### src/rtl/uart_time_reporter.sv
// uart_time_reporter
//   Snapshots the watch/stopwatch time on request and streams it as an ASCII
//   frame "<P> HH:MM:SS.CC<EOL>" through a byte-wide uart_tx handshake.
//   P is 'W' (mode=0) or 'S' (mode=1).
//   Each field is shown as two decimal digits; values above 99 show as "99".
//
// Parameters
//   USE_CRLF  : 1 -> EOL is CR,LF ; 0 -> EOL is LF only
//   PREFIX_EN : 1 -> "<P> " leads the frame ; 0 -> frame starts at hours
//
// Ports
//   clk, rst              clock, synchronous active-high reset
//   req                   report request pulse
//   mode                  0 = watch, 1 = stopwatch
//   hour/min/sec/msec     binary time fields (msec in centiseconds)
//   tx_busy, tx_done      uart_tx status: busy level, byte-complete pulse
//   tx_start, tx_data     uart_tx load pulse and byte (held until tx_done)
//   busy                  frame in progress (snapshot .. last tx_done)
//   done                  one-cycle pulse when a frame has been sent
module uart_time_reporter #(
  parameter bit USE_CRLF  = 1'b1,
  parameter bit PREFIX_EN = 1'b1
) (
  input  logic       clk,
  input  logic       rst,
  input  logic       req,
  input  logic       mode,
  input  logic [4:0] hour,
  input  logic [5:0] min,
  input  logic [5:0] sec,
  input  logic [6:0] msec,
  input  logic       tx_busy,
  input  logic       tx_done,
  output logic       tx_start,
  output logic [7:0] tx_data,
  output logic       busy,
  output logic       done
);

  localparam int unsigned FRAME_LEN = 11 + (PREFIX_EN ? 2 : 0) + (USE_CRLF ? 2 : 1);
  localparam logic [3:0]  LAST_IDX  = 4'(FRAME_LEN - 1);
  // Byte positions are numbered as in the full frame; without the prefix the
  // index is shifted past the two prefix characters.
  localparam logic [3:0]  POS_OFS   = PREFIX_EN ? 4'd0 : 4'd2;

  typedef enum logic [2:0] {IDLE, LOAD, SEND, WAIT, NEXT, FIN} state_t;

  state_t     state;
  state_t     state_nxt;
  logic       pending;
  logic [3:0] idx;
  logic [3:0] pos;
  logic [7:0] byte_sel;

  logic       snap_mode;
  logic [4:0] snap_hour;
  logic [5:0] snap_min;
  logic [5:0] snap_sec;
  logic [6:0] snap_msec;

  function automatic logic [6:0] sat99(input logic [6:0] v);
    return (v > 7'd99) ? 7'd99 : v;
  endfunction

  function automatic logic [7:0] ascii_tens(input logic [6:0] v);
    logic [6:0] s;
    s = sat99(v);
    return 8'h30 + 8'(s / 7'd10);
  endfunction

  function automatic logic [7:0] ascii_ones(input logic [6:0] v);
    logic [6:0] s;
    s = sat99(v);
    return 8'h30 + 8'(s % 7'd10);
  endfunction

  // Frame byte for the current index, built from the snapshot only.
  always_comb begin
    pos      = idx + POS_OFS;
    byte_sel = 8'h00;
    case (pos)
      4'd0:    byte_sel = snap_mode ? 8'h53 : 8'h57;
      4'd1:    byte_sel = 8'h20;
      4'd2:    byte_sel = ascii_tens({2'b00, snap_hour});
      4'd3:    byte_sel = ascii_ones({2'b00, snap_hour});
      4'd4:    byte_sel = 8'h3A;
      4'd5:    byte_sel = ascii_tens({1'b0, snap_min});
      4'd6:    byte_sel = ascii_ones({1'b0, snap_min});
      4'd7:    byte_sel = 8'h3A;
      4'd8:    byte_sel = ascii_tens({1'b0, snap_sec});
      4'd9:    byte_sel = ascii_ones({1'b0, snap_sec});
      4'd10:   byte_sel = 8'h2E;
      4'd11:   byte_sel = ascii_tens(snap_msec);
      4'd12:   byte_sel = ascii_ones(snap_msec);
      4'd13:   byte_sel = USE_CRLF ? 8'h0D : 8'h0A;
      4'd14:   byte_sel = 8'h0A;
      default: byte_sel = 8'h00;
    endcase
  end

  always_ff @(posedge clk) begin
    if (rst) state <= IDLE;
    else     state <= state_nxt;
  end

  always_comb begin
    state_nxt = state;
    case (state)
      IDLE:    if (req || pending) state_nxt = LOAD;
      LOAD:    state_nxt = SEND;
      SEND:    if (!tx_busy) state_nxt = WAIT;
      WAIT:    if (tx_done) state_nxt = NEXT;
      NEXT:    state_nxt = (idx == LAST_IDX) ? FIN : SEND;
      FIN:     state_nxt = IDLE;
      default: state_nxt = IDLE;
    endcase
  end

  // Control and handshake registers.
  always_ff @(posedge clk) begin
    if (rst) begin
      tx_start <= 1'b0;
      tx_data  <= 8'h00;
      busy     <= 1'b0;
      done     <= 1'b0;
      pending  <= 1'b0;
      idx      <= 4'd0;
    end else begin
      tx_start <= 1'b0;
      done     <= 1'b0;
      // Requests arriving outside IDLE (including in FIN) are merged into a
      // single pending frame that starts once the current one is finished.
      if (state == IDLE) pending <= 1'b0;
      else if (req)      pending <= 1'b1;
      case (state)
        LOAD: begin
          busy <= 1'b1;
          idx  <= 4'd0;
        end
        SEND: begin
          if (!tx_busy) begin
            tx_start <= 1'b1;
            tx_data  <= byte_sel;
          end
        end
        NEXT: begin
          if (idx != LAST_IDX) idx <= idx + 4'd1;
        end
        FIN: begin
          done <= 1'b1;
          busy <= 1'b0;
        end
        default: ;
      endcase
    end
  end

  // Snapshot: frame content is frozen here for the whole frame.
  always_ff @(posedge clk) begin
    if (state == LOAD) begin
      snap_mode <= mode;
      snap_hour <= hour;
      snap_min  <= min;
      snap_sec  <= sec;
      snap_msec <= msec;
    end
  end

endmodule

### config.mk
export PLATFORM = sky130hd
export DESIGN_NAME = uart_time_reporter
export DESIGN_NICKNAME = d
export VERILOG_FILES = /design/src/rtl/uart_time_reporter.sv
export SDC_FILE = /design/constraint.sdc
export NUM_CORES = 1
export LEC_CHECK = 0
export ABC_CLOCK_PERIOD_IN_PS = 4700
export BUFFER_PORTS_ARGS = -buffer_cell sky130_fd_sc_hd__buf_2
export CAP_MARGIN = 0
export CORE_ASPECT_RATIO = 1.25
export CORE_MARGIN = 1
export CORE_UTILIZATION = 54
export DETAILED_ROUTE_END_ITERATION = 8
export PLACE_DENSITY_LB_ADDON = 0.25
export SLEW_MARGIN = 20
export SYNTH_ARGS = -nofsm -noshare
export SYNTH_HDL_FRONTEND = slang
export SYNTH_SLANG_ARGS = --single-unit
### constraint.sdc
create_clock -name clk -period 4.7 [get_ports clk]
set_clock_uncertainty 0.1 [all_clocks]
set_input_delay 0.47 -clock clk [delete_from_list [all_inputs] [get_ports clk]]
set_output_delay 0.47 -clock clk [all_outputs]
set_load 0.1 [all_outputs]
==> metrics.log <==
[metrics] leakage power: 1.53 nW
[metrics] Clk Tree Root Cell: sky130_fd_sc_hd__clkbuf_8
[metrics] share of the yosys chip area belonging to registers: 30.2%
[metrics] Synth Flop Type: sky130_fd_sc_hd__edfxtp_1
[metrics] Final Max Slew Viols: 0
[metrics] Inserted Clock Buffers: 5
[metrics] CTS H-Tree Depth: 2
[metrics] Synth Cell Area: 3740 µm²
[metrics] cell-internal power: 0.755 mW
[metrics] Final ANT Viol Nets: 0
[metrics] Die Outline Area: 7270 µm²
[metrics] arrival time of data at the critical path endpoint: 4440 ps
[metrics] Initial Utilization: 56.3%
[metrics] areal power density over the cells: 304 nW/µm²
[metrics] fraction of layout instances using a drive strength above 1: 14.7%
[metrics] endpoint of the lowest-slack register-to-register path: tx_data[7]$_SDFFE_PP0P_
[metrics] leftover overflow at the end of global routing: 0
[metrics] Area Overhead vs Synth: 8.89%
[metrics] NumNets Final: 534
[metrics] # setup viols final: 0
[metrics] proportion of power drawn by combinational gates: 42.2%
[metrics] WHS Endpoint: snap_hour[3]$_DFFE_PP_
[metrics] switching share of power: 39.1%
[metrics] number of buffers inserted by hold repair at cts: 0
[metrics] number of DRC violations after detailed-routing iteration 0: 216
[metrics] switching pwr: 0.485 mW
[metrics] maximum number of pins on one net before global-route repair: 29
[metrics] data required time at the worst endpoint: 4800 ps
[metrics] initial antenna violation count: 0
[metrics] Hold Path Stages: 1
[metrics] number of buffers inserted by port buffering: 40
[metrics] critical path start-end classification: register to register
[metrics] Worst Hold Class: input pin to register
[metrics] count of unresolved DRC violations after routing: 0
[metrics] die height: 95.1 µm
[metrics] clock slew at the register clock pins of the worst setup and hold paths: 80 ps
[metrics] TritonCTS clock tree: done
[metrics] Final Util: 61.3%
[metrics] first-pass GRT wire length: 15100 µm
[metrics] share of power burned in registers: 39.6%
[metrics] unrepaired setup endpoints after global routing: false
[metrics] final HPWL from detailed placement: 6870 µm
[metrics] Vias per Instance: 6.41
[metrics] diodes inserted: 0
[metrics] tightest slew margin relative to the limit: 44.9%
[metrics] drt first pass iters: 5
[metrics] Final Hold Vio Count: 0
[metrics] max-capacitance violation count: 0
[metrics] Clock power frac: 18.2%
[metrics] area of the core: 6650 µm²
[metrics] count of state elements after synthesis: 44
[metrics] Crit Reg-Reg Startpoint: snap_msec[3]$_DFFE_PP_
[metrics] Top Ports: 41
[metrics] critical path launch point type: register
[metrics] biggest area consumer among synthesized cells: sky130_fd_sc_hd__edfxtp_1
[metrics] routed wire length per instance: 15.8 µm
[metrics] Worst Max-Slew Pin Slew: 815 ps
[metrics] Commonest cells post-synth: 45 x sky130_fd_sc_hd__nor2_1, 42 x sky130_fd_sc_hd__nand2_1, 34 x sky130_fd_sc_hd__a21oi_1
[metrics] net count after synthesis: 509
[metrics] most frequent cell after synthesis: sky130_fd_sc_hd__nor2_1
[metrics] area fraction of the dominant cell type after synthesis: 20.1%
[metrics] count of flip-flops with a built-in enable after synthesis: 25
[metrics] number of global-route vias before repair: 3368
[metrics] crit path max fanout: 8
[metrics] count of distinct cell types in the synthesized netlist: 73
[metrics] Routability Congestion: 0.902
[metrics] Achievable Freq: 0.230 GHz
[metrics] # clock sinks: 44
[metrics] number of warnings printed during yosys synthesis: 0
[metrics] largest buffer count on any clock path: 2
[metrics] crit path time final: 4340 ps
[metrics] all-layer global routing usage: 25.8%
[metrics] Hold Crit Start: hour[3]
[metrics] die boundary width: 76.5 µm
[metrics] Avg Inst Size Synth: 8.05 µm²
[metrics] number of vias after detailed routing: 3704
[metrics] flop-to-flop setup slack: 360 ps
[metrics] run status: finished clean
[metrics] total length of routed wires: 9150 µm
[metrics] share of flip-flops with an asynchronous set or reset: 0%
[metrics] latest clock arrival within the worst-skew pair: 290 ps
[metrics] IR Drop Worst-Case VDD: 222 µV
[metrics] top area cells in the synthesized netlist: sky130_fd_sc_hd__edfxtp_1 20%, sky130_fd_sc_hd__dfxtp_1 10%, sky130_fd_sc_hd__ha_1 4.7%
[metrics] number of cell rows: 33
[metrics] Final TNS setup: 0 ps
[metrics] R2R depth: 15
[metrics] Synth Instances: 465
[metrics] final period utilization: 92.4%
[metrics] kind of end point of the critical path: register
[state kept, by name (all words and copies together), names as in the netlist]
signal / count
idx: 4
done: 1
snap_min: 6
snap_mode: 1
snap_sec: 6
busy: 1
tx_data: 8
snap_hour: 5
tx_start: 1
snap_msec: 7
state: 3
pending: 1
[worst max-delay path: stages (launching register included)]
cell and delay (ps):
sky130_fd_sc_hd__edfxtp_1 500, sky130_fd_sc_hd__nor4_1 380, sky130_fd_sc_hd__a31o_2 310, sky130_fd_sc_hd__inv_1 70
sky130_fd_sc_hd__ha_1 210, sky130_fd_sc_hd__o221ai_1 230, sky130_fd_sc_hd__nand2_1 200, sky130_fd_sc_hd__nor2_1 170
sky130_fd_sc_hd__o21ai_0 150, sky130_fd_sc_hd__xnor2_1 190, sky130_fd_sc_hd__ha_1 230, sky130_fd_sc_hd__maj3_2 310
sky130_fd_sc_hd__a211o_1 330, sky130_fd_sc_hd__o2111a_1 270, sky130_fd_sc_hd__or3_1 360, sky130_fd_sc_hd__a311oi_1 260
[worst max-delay path by stage]
stage	startpoint	endpoint	cells past startpoint
finish	snap_msec[3]$_DFFE_PP_	tx_data[7]$_SDFFE_PP0P_	15
CTS	snap_msec[6]$_DFFE_PP_	tx_data[7]$_SDFFE_PP0P_	17
global placement	snap_msec[6]$_DFFE_PP_	tx_data[7]$_SDFFE_PP0P_	17
detailed placement	snap_msec[5]$_DFFE_PP_	tx_data[7]$_SDFFE_PP0P_	17
global route	snap_msec[6]$_DFFE_PP_	tx_data[7]$_SDFFE_PP0P_	17
floorplan	snap_msec[6]$_DFFE_PP_	tx_data[7]$_SDFFE_PP0P_	19
[cells in the final DEF, fill, tap and decap left out, types with 5 or more instances in the layout]
cell type / n
sky130_fd_sc_hd__a211o_1: 7
sky130_fd_sc_hd__o21ai_0: 27
sky130_fd_sc_hd__o211ai_1: 11
sky130_fd_sc_hd__nor2b_1: 7
sky130_fd_sc_hd__inv_1: 15
sky130_fd_sc_hd__buf_2: 40
sky130_fd_sc_hd__a21boi_0: 5
sky130_fd_sc_hd__edfxtp_1: 25
sky130_fd_sc_hd__clkbuf_8: 5
sky130_fd_sc_hd__and3_1: 9
sky130_fd_sc_hd__nand3_1: 17
sky130_fd_sc_hd__dfxtp_1: 19
sky130_fd_sc_hd__buf_4: 8
sky130_fd_sc_hd__a21oi_1: 34
sky130_fd_sc_hd__nand2b_1: 9
sky130_fd_sc_hd__mux2i_1: 8
sky130_fd_sc_hd__nand2_1: 42
sky130_fd_sc_hd__a32oi_1: 5
sky130_fd_sc_hd__nand3b_1: 5
sky130_fd_sc_hd__a31oi_1: 5
sky130_fd_sc_hd__nand4_1: 8
sky130_fd_sc_hd__nor2_1: 44
sky130_fd_sc_hd__xnor2_1: 5
sky130_fd_sc_hd__a21o_1: 5
sky130_fd_sc_hd__nor3_1: 14
sky130_fd_sc_hd__ha_1: 13
sky130_fd_sc_hd__o21bai_1: 5
sky130_fd_sc_hd__a211oi_1: 8
[power groups by stage]
stage	Combinational [mW]	Sequential, mW	Clock, mW
floorplan	0.384	0.514	0
global placement	0.502	0.498	0
detailed placement	0.512	0.499	0
CTS	0.515	0.490	0.231
global route	0.577	0.497	0.240
finish	0.523	0.491	0.225
[layer usage]
metal  GRT usage [%]  wire (µm)
met2            46.8       4630
met3            3.16        379
met1            30.3       3810
met5               0          0
met4            12.7        328
[metrics by stage]
step	setup slack (ps)	std cells	power (mW)	instance area, µm²	hold slack, ps
floorplan	234	465	0.898	3740	397
global placement	475	570	0.999	3990	341
detailed placement	342	570	1.01	3990	347
CTS	322	578	1.24	4070	247
global route	46.9	578	1.31	4080	240
finish	357	578	1.24	4080	250
[repair_timing]
item / CTS / global route
setup endpoints to repair: 0 / 2
gates resized for setup: 0 / 1
setup buffers: 0 / 0
[cell families (layout without fill, tap and decap cells)]
logic type / after synthesis / in the layout / synth area share (%)
buffers and inverters: 45 / 71 / 4.81
XOR/XNOR: 7 / 7 / 1.64
AO/OA/AOI/OAI: 154 / 154 / 28.7
adder cells (fa/ha/maj): 16 / 16 / 5.28
multiplexers: 14 / 14 / 4.24
AND/OR/NAND/NOR: 185 / 185 / 25.1
flip-flops: 44 / 44 / 30.2
[area by class of cell]
type / count / area (µm²)
Fill cell: 585 / 2570
Multi-Input combinational cell: 376 / 2440
Sequential cell: 44 / 1130
Timing Repair Buffer: 48 / 260
Tap cell: 87 / 109
Clock buffer: 7 / 77.6
Inverter: 15 / 56.3
Clock inverter: 1 / 5.00
Note: power is estimated with default switching activity, not from simulation.
